--- config.mk ---
export PLATFORM = sky130hd
export DESIGN_NAME = product_accumulator
export DESIGN_NICKNAME = d
export VERILOG_FILES = /design/src/rtl/product_accumulator.sv
export SDC_FILE = /design/constraint.sdc
export NUM_CORES = 1
export LEC_CHECK = 0
export BUFFER_PORTS_ARGS = -buffer_cell sky130_fd_sc_hd__buf_2
export CAP_MARGIN = 20
export CORE_MARGIN = 3
export CORE_UTILIZATION = 40
export CTS_BUF_LIST = sky130_fd_sc_hd__clkbuf_2 sky130_fd_sc_hd__clkbuf_4 sky130_fd_sc_hd__clkbuf_8
export DETAILED_ROUTE_END_ITERATION = 8
export PLACE_DENSITY = 0.67
export SYNTH_ARGS = -nofsm -noshare
export SYNTH_HDL_FRONTEND = slang
export SYNTH_SLANG_ARGS = --single-unit
--- constraint.sdc ---
create_clock -name clk -period 5.1 [get_ports clk]
set_input_delay 0.51 -clock clk [delete_from_list [all_inputs] [get_ports clk]]
set_output_delay 0.51 -clock clk [all_outputs]
set_load 0.01 [all_outputs]
--- src/rtl/product_accumulator.sv ---
// Accumulates N_TERMS unsigned 8-bit products into an ACC_W-bit sum, then streams the
// sum out LSB byte first over valid/ready. Define PRODUCT_ACC_SATURATE_EN to clamp instead of wrap.
module product_accumulator #(
    parameter int ACC_W   = 16,
    parameter int N_TERMS = 4
) (
    input  logic       clk,
    input  logic       rst_n,
    input  logic       clear,
    input  logic [7:0] prod_in,
    input  logic       prod_valid,
    output logic       prod_ready,
    output logic [7:0] res_data,
    output logic       res_valid,
    output logic       res_last,
    input  logic       res_ready,
    output logic       overflow,
    output logic       busy
);
    localparam int NB    = ACC_W / 8;
    localparam int BIW   = (NB > 1) ? $clog2(NB) : 1;
    localparam int CNT_W = 8;
    localparam logic [CNT_W-1:0] LAST_TERM = CNT_W'(N_TERMS - 1);
    localparam logic [BIW-1:0]   LAST_BYTE = BIW'(NB - 1);

    typedef enum logic {ACC, OUT} state_t;

    state_t             state_q, state_d;
    logic [ACC_W-1:0]   acc_q, acc_d;
    logic [ACC_W-1:0]   res_q, res_d;
    logic [CNT_W-1:0]   cnt_q, cnt_d;
    logic [BIW-1:0]     idx_q, idx_d;
    logic               ovf_q, ovf_d;

    logic [ACC_W:0]     sum_w;
    logic               carry;
    logic [ACC_W-1:0]   add_val;

    assign sum_w = {1'b0, acc_q} + (ACC_W+1)'(prod_in);
    assign carry = sum_w[ACC_W];

`ifdef PRODUCT_ACC_SATURATE_EN
    // Once clamped, any further addition carries again, so acc stays pinned at all ones.
    assign add_val = carry ? {ACC_W{1'b1}} : sum_w[ACC_W-1:0];
`else
    assign add_val = sum_w[ACC_W-1:0];
`endif

    always_comb begin
        state_d = state_q;
        acc_d   = acc_q;
        res_d   = res_q;
        cnt_d   = cnt_q;
        idx_d   = idx_q;
        ovf_d   = ovf_q;
        case (state_q)
            ACC: begin
                if (clear) begin
                    acc_d = '0;
                    cnt_d = '0;
                    ovf_d = 1'b0;
                end else if (prod_valid) begin
                    ovf_d = ovf_q | carry;
                    if (cnt_q == LAST_TERM) begin
                        res_d   = add_val;
                        acc_d   = '0;
                        cnt_d   = '0;
                        idx_d   = '0;
                        state_d = OUT;
                    end else begin
                        acc_d = add_val;
                        cnt_d = cnt_q + 1'b1;
                    end
                end
            end
            OUT: begin
                // clear aborts the stream; a coincident res_ready does not count a byte.
                if (clear) begin
                    state_d = ACC;
                    idx_d   = '0;
                    ovf_d   = 1'b0;
                end else if (res_ready) begin
                    if (idx_q == LAST_BYTE) begin
                        state_d = ACC;
                        idx_d   = '0;
                        ovf_d   = 1'b0;
                    end else begin
                        idx_d = idx_q + 1'b1;
                    end
                end
            end
            default: state_d = ACC;
        endcase
    end

    always_ff @(posedge clk or negedge rst_n) begin
        if (!rst_n) begin
            state_q <= ACC;
            acc_q   <= '0;
            res_q   <= '0;
            cnt_q   <= '0;
            idx_q   <= '0;
            ovf_q   <= 1'b0;
        end else begin
            state_q <= state_d;
            acc_q   <= acc_d;
            res_q   <= res_d;
            cnt_q   <= cnt_d;
            idx_q   <= idx_d;
            ovf_q   <= ovf_d;
        end
    end

    assign prod_ready = (state_q == ACC);
    assign res_valid  = (state_q == OUT);
    assign res_data   = (state_q == OUT) ? res_q[{idx_q, 3'b000} +: 8] : 8'h00;
    assign res_last   = (state_q == OUT) && (idx_q == LAST_BYTE);
    assign overflow   = ovf_q;
    assign busy       = (state_q == OUT) || (cnt_q != '0);

endmodule

==> impl_results.md <==
- Clock Tree Buf Depth: 2
- Inserted Diodes: 0
- Worst-path clk slew: approximately 0.090 ns
- Iter 0 DRT Violations: 82
- Crit-path slowest cell: or4_4
- Number of synthesized register bits: 43
- Synthesized area: about 0.0024 sq mm
- Worst slew margin: a little over a third
- PnR worst setup slack: 2.80 ns
- Fmax: around 430 MHz
- Share of layout cells above drive strength 1: a little under a fifth
- Fin crit period: between 2 and 2.5 ns
- GRT Residual Overflow: 0
- CTS Hold Bufs: 0
- Post-synth EDFFs: 0
- CTS resizes: 0
- Clock Latency Late Sink: roughly 0.3 ns
- Rows: 27
- Dpl ws: approximately 2.6 ns
- Seq/Total Area, Yosys: around 45%
- Met3 WL: ~270 microns
- CTS tree: built
- Status: finished, final reports clean
- Largest area contributor in the netlist: dfrtp_1
- Number of synthesis warnings: 0
- WL met1: between 2000 and 3000 microns
- Via count: approximately 1800
- Vias in the first global route: roughly 1800
- GRT Total Usage: between 10% and 20%
- WL final: about 5200 microns
- Max cap viols: 0
- Initial Utilization: between 40% and 50%
- Die footprint: roughly 0.007 sq mm
- Final nets: 289
- Postcts setup bufs: 0
- # setup viols final: 0
- Min-delay worst type: input pin to asynchronous set/reset pin
- Finished Layout Cells: ~340
- Final RePlAce weighted congestion: 0.830
- CTS root buffer: clkbuf_8
- Drt pass-1 iters: 4
- Synth area leaders: dfrtp_1 (45%), ha_1 (5.2%), xor2_1 (4.0%)
- # port buffers: 25
- Final ANT Viol Nets: 0
- TNS Setup: 0 ns
- Ys async rst share: between 90% and 100%
- Vias per inst: approximately 5.5
- Share of the synthesized area in the top cell type: between 40% and 50%
- Skew final: 0.0132 ns
- WL/cell: roughly 15 microns
- Area of the core: approximately 0.0057 sq mm
- Critical-path cell list: or4_4 -> nor3_4 -> nand3_1 -> buf_2
- Routed length on met2: approximately 2300 microns
- Worst Path Max Fanout: 5
- Synth Area per Inst: between 10 and 15 sq um
- Tightest Pin Transition: between 0.9 and 1 ns
- Startpoint Class: flop
- Uppermost layer routed: met4
- Placed cells: 330
- # IOs: 26
- Final worst path period share: between 40% and 50%
- Largest stage delay on the critical path: ~0.56 ns
- CP Capture Type: primary output
- Worst Path Class, Setup: flop to primary output
- DRC viols: 0
- Final Max Slew Viols: 0
- Pwr/cell area: about 310 mW/mm^2
- Syn nets: about 260
- Final HPWL DP: roughly 3800 microns
- LEAKAGE: about 1.3 nW
- Area growth syn-to-layout: 11.9%
- Ys flop type: dfrtp_1
- Die Wd: roughly 84 microns
- Clk sinks: 43
- Arr. time, crit path: ~1.8 ns
- Unrepaired setup endpoints after global routing: no
- Mapped Cells: between 200 and 250
- H-tree Lvls: 2
- Largest net degree at the start of global routing: 44
- Total CTS buffers: 5
- Netlist cell types: 44
- Global-route wire length before repair: slightly below 9000 microns
- Final Hold Fails: 0
- CP required: ~4.6 ns
- Die height: about 84 microns
- Initial antenna violation count: 0
- Max IR drop VDD: between 0.15 and 0.2 mV
[layout by cell type, fill, tap and decap left out, types with 2 or more instances in the layout]
master	n
nand2_1	21
nand4_1	5
o211ai_1	7
a211oi_1	3
mux2i_1	8
nand3_1	5
clkbuf_8	5
a31oi_1	3
and3_1	3
dfrtp_1	43
a21oi_1	13
inv_6	3
o22ai_1	3
xor2_1	11
o21ai_1	4
inv_1	10
or3_1	5
mux2_4	2
o21ai_0	17
a21o_1	2
xnor2_1	9
buf_2	25
a22o_1	8
buf_4	2
mux2_2	6
ha_1	10
nor2_1	16
[worst paths after layout]
| kind | from | end | slack (ns) | cells after the start |
|---|---|---|---|---|
| min | rst_n | res_q[4] | 0.35 | 1 |
| min in group clk | res_ready | idx_q | 0.45 | 3 |
| min reg2reg | res_q[15] | res_q[15] | 0.49 | 2 |
| max | cnt_q[2] | busy | 2.80 | 4 |
| max reg2reg | acc_q[0] | res_q[12] | 2.86 | 7 |
| max in group asynchronous | rst_n | acc_q[13] | 4.14 | 1 |
[registers in the layout, summed over array words and instances (netlist names)]
register	cells
res_q	16
cnt_q	8
idx_q	1
res_valid	1
overflow	1
acc_q	16
[Yosys cell counts (4+ instances only)]
cell / n
a22o_1: 8
mux2i_1: 8
o211ai_1: 7
dfrtp_1: 43
nand2_1: 21
xnor2_1: 9
clkbuf_1: 5
mux2_2: 6
nor2_1: 16
xor2_1: 11
o21ai_1: 4
nand4_1: 5
or3_1: 5
ha_1: 10
a21oi_1: 13
nand3_1: 5
inv_1: 10
o21ai_0: 17
[where the power goes]
group / internal (mW) / switching, mW / total [mW]
sequential: 0.376 / 0.0441 / 0.420
combinational: 0.0849 / 0.0951 / 0.180
clock: 0.102 / 0.136 / 0.238
[metal layers]
layer | global-route usage [%] | up-vias
li1 | - | 908
met1 | 22.9 | 885
met2 | 23.0 | 48
met3 | 2.76 | 5
met4 | 3.95 | 0
met5 | 0 | -
[logic make-up (layout without fill, tap and decap cells)]
| kind of cell | after synthesis | count (layout) | synth area share (%) |
|---|---|---|---|
| AO/OA/AOI/OAI | 65 | 65 | 17.1 |
| XOR/XNOR | 20 | 20 | 7.27 |
| adder cells (fa/ha/maj) | 11 | 11 | 6.02 |
| buffers and inverters | 18 | 45 | 3.17 |
| flip-flops | 43 | 43 | 44.6 |
| multiplexers | 16 | 16 | 7.37 |
| AND/OR/NAND/NOR | 66 | 66 | 14.5 |
[per-stage QoR]
stage / hold WS, ns / cell area [sq um] / power, mW / utilization [%]
2_1_floorplan: 0.214 / 2410 / 0.550 / -
3_3_place_gp: 0.461 / 2600 / 0.604 / 45.9
3_5_place_dp: 0.476 / 2600 / 0.608 / 45.9
4_1_cts: 0.384 / 2700 / 0.848 / 47.5
5_1_grt: 0.421 / 2700 / 0.888 / 47.5
6_report: 0.347 / 2700 / 0.838 / 47.5
[worst max-delay path: cells and delay by family (launching register included)]
kind          cells  cell delay (ns)
simple gates      3             0.89
flops             1             0.43
buf+inv           1             0.17
[area by class of cell]
class | instances | area, sq um
Tap cell | 72 | 90.1
Sequential cell | 43 | 1080
Clock buffer | 5 | 68.8
Inverter | 10 | 37.5
Clock inverter | 3 | 26.3
Timing Repair Buffer | 27 | 140
Multi-Input combinational cell | 178 | 1260
Fill cell | 558 | 2980
Note: power is estimated with default switching activity, not from simulation.
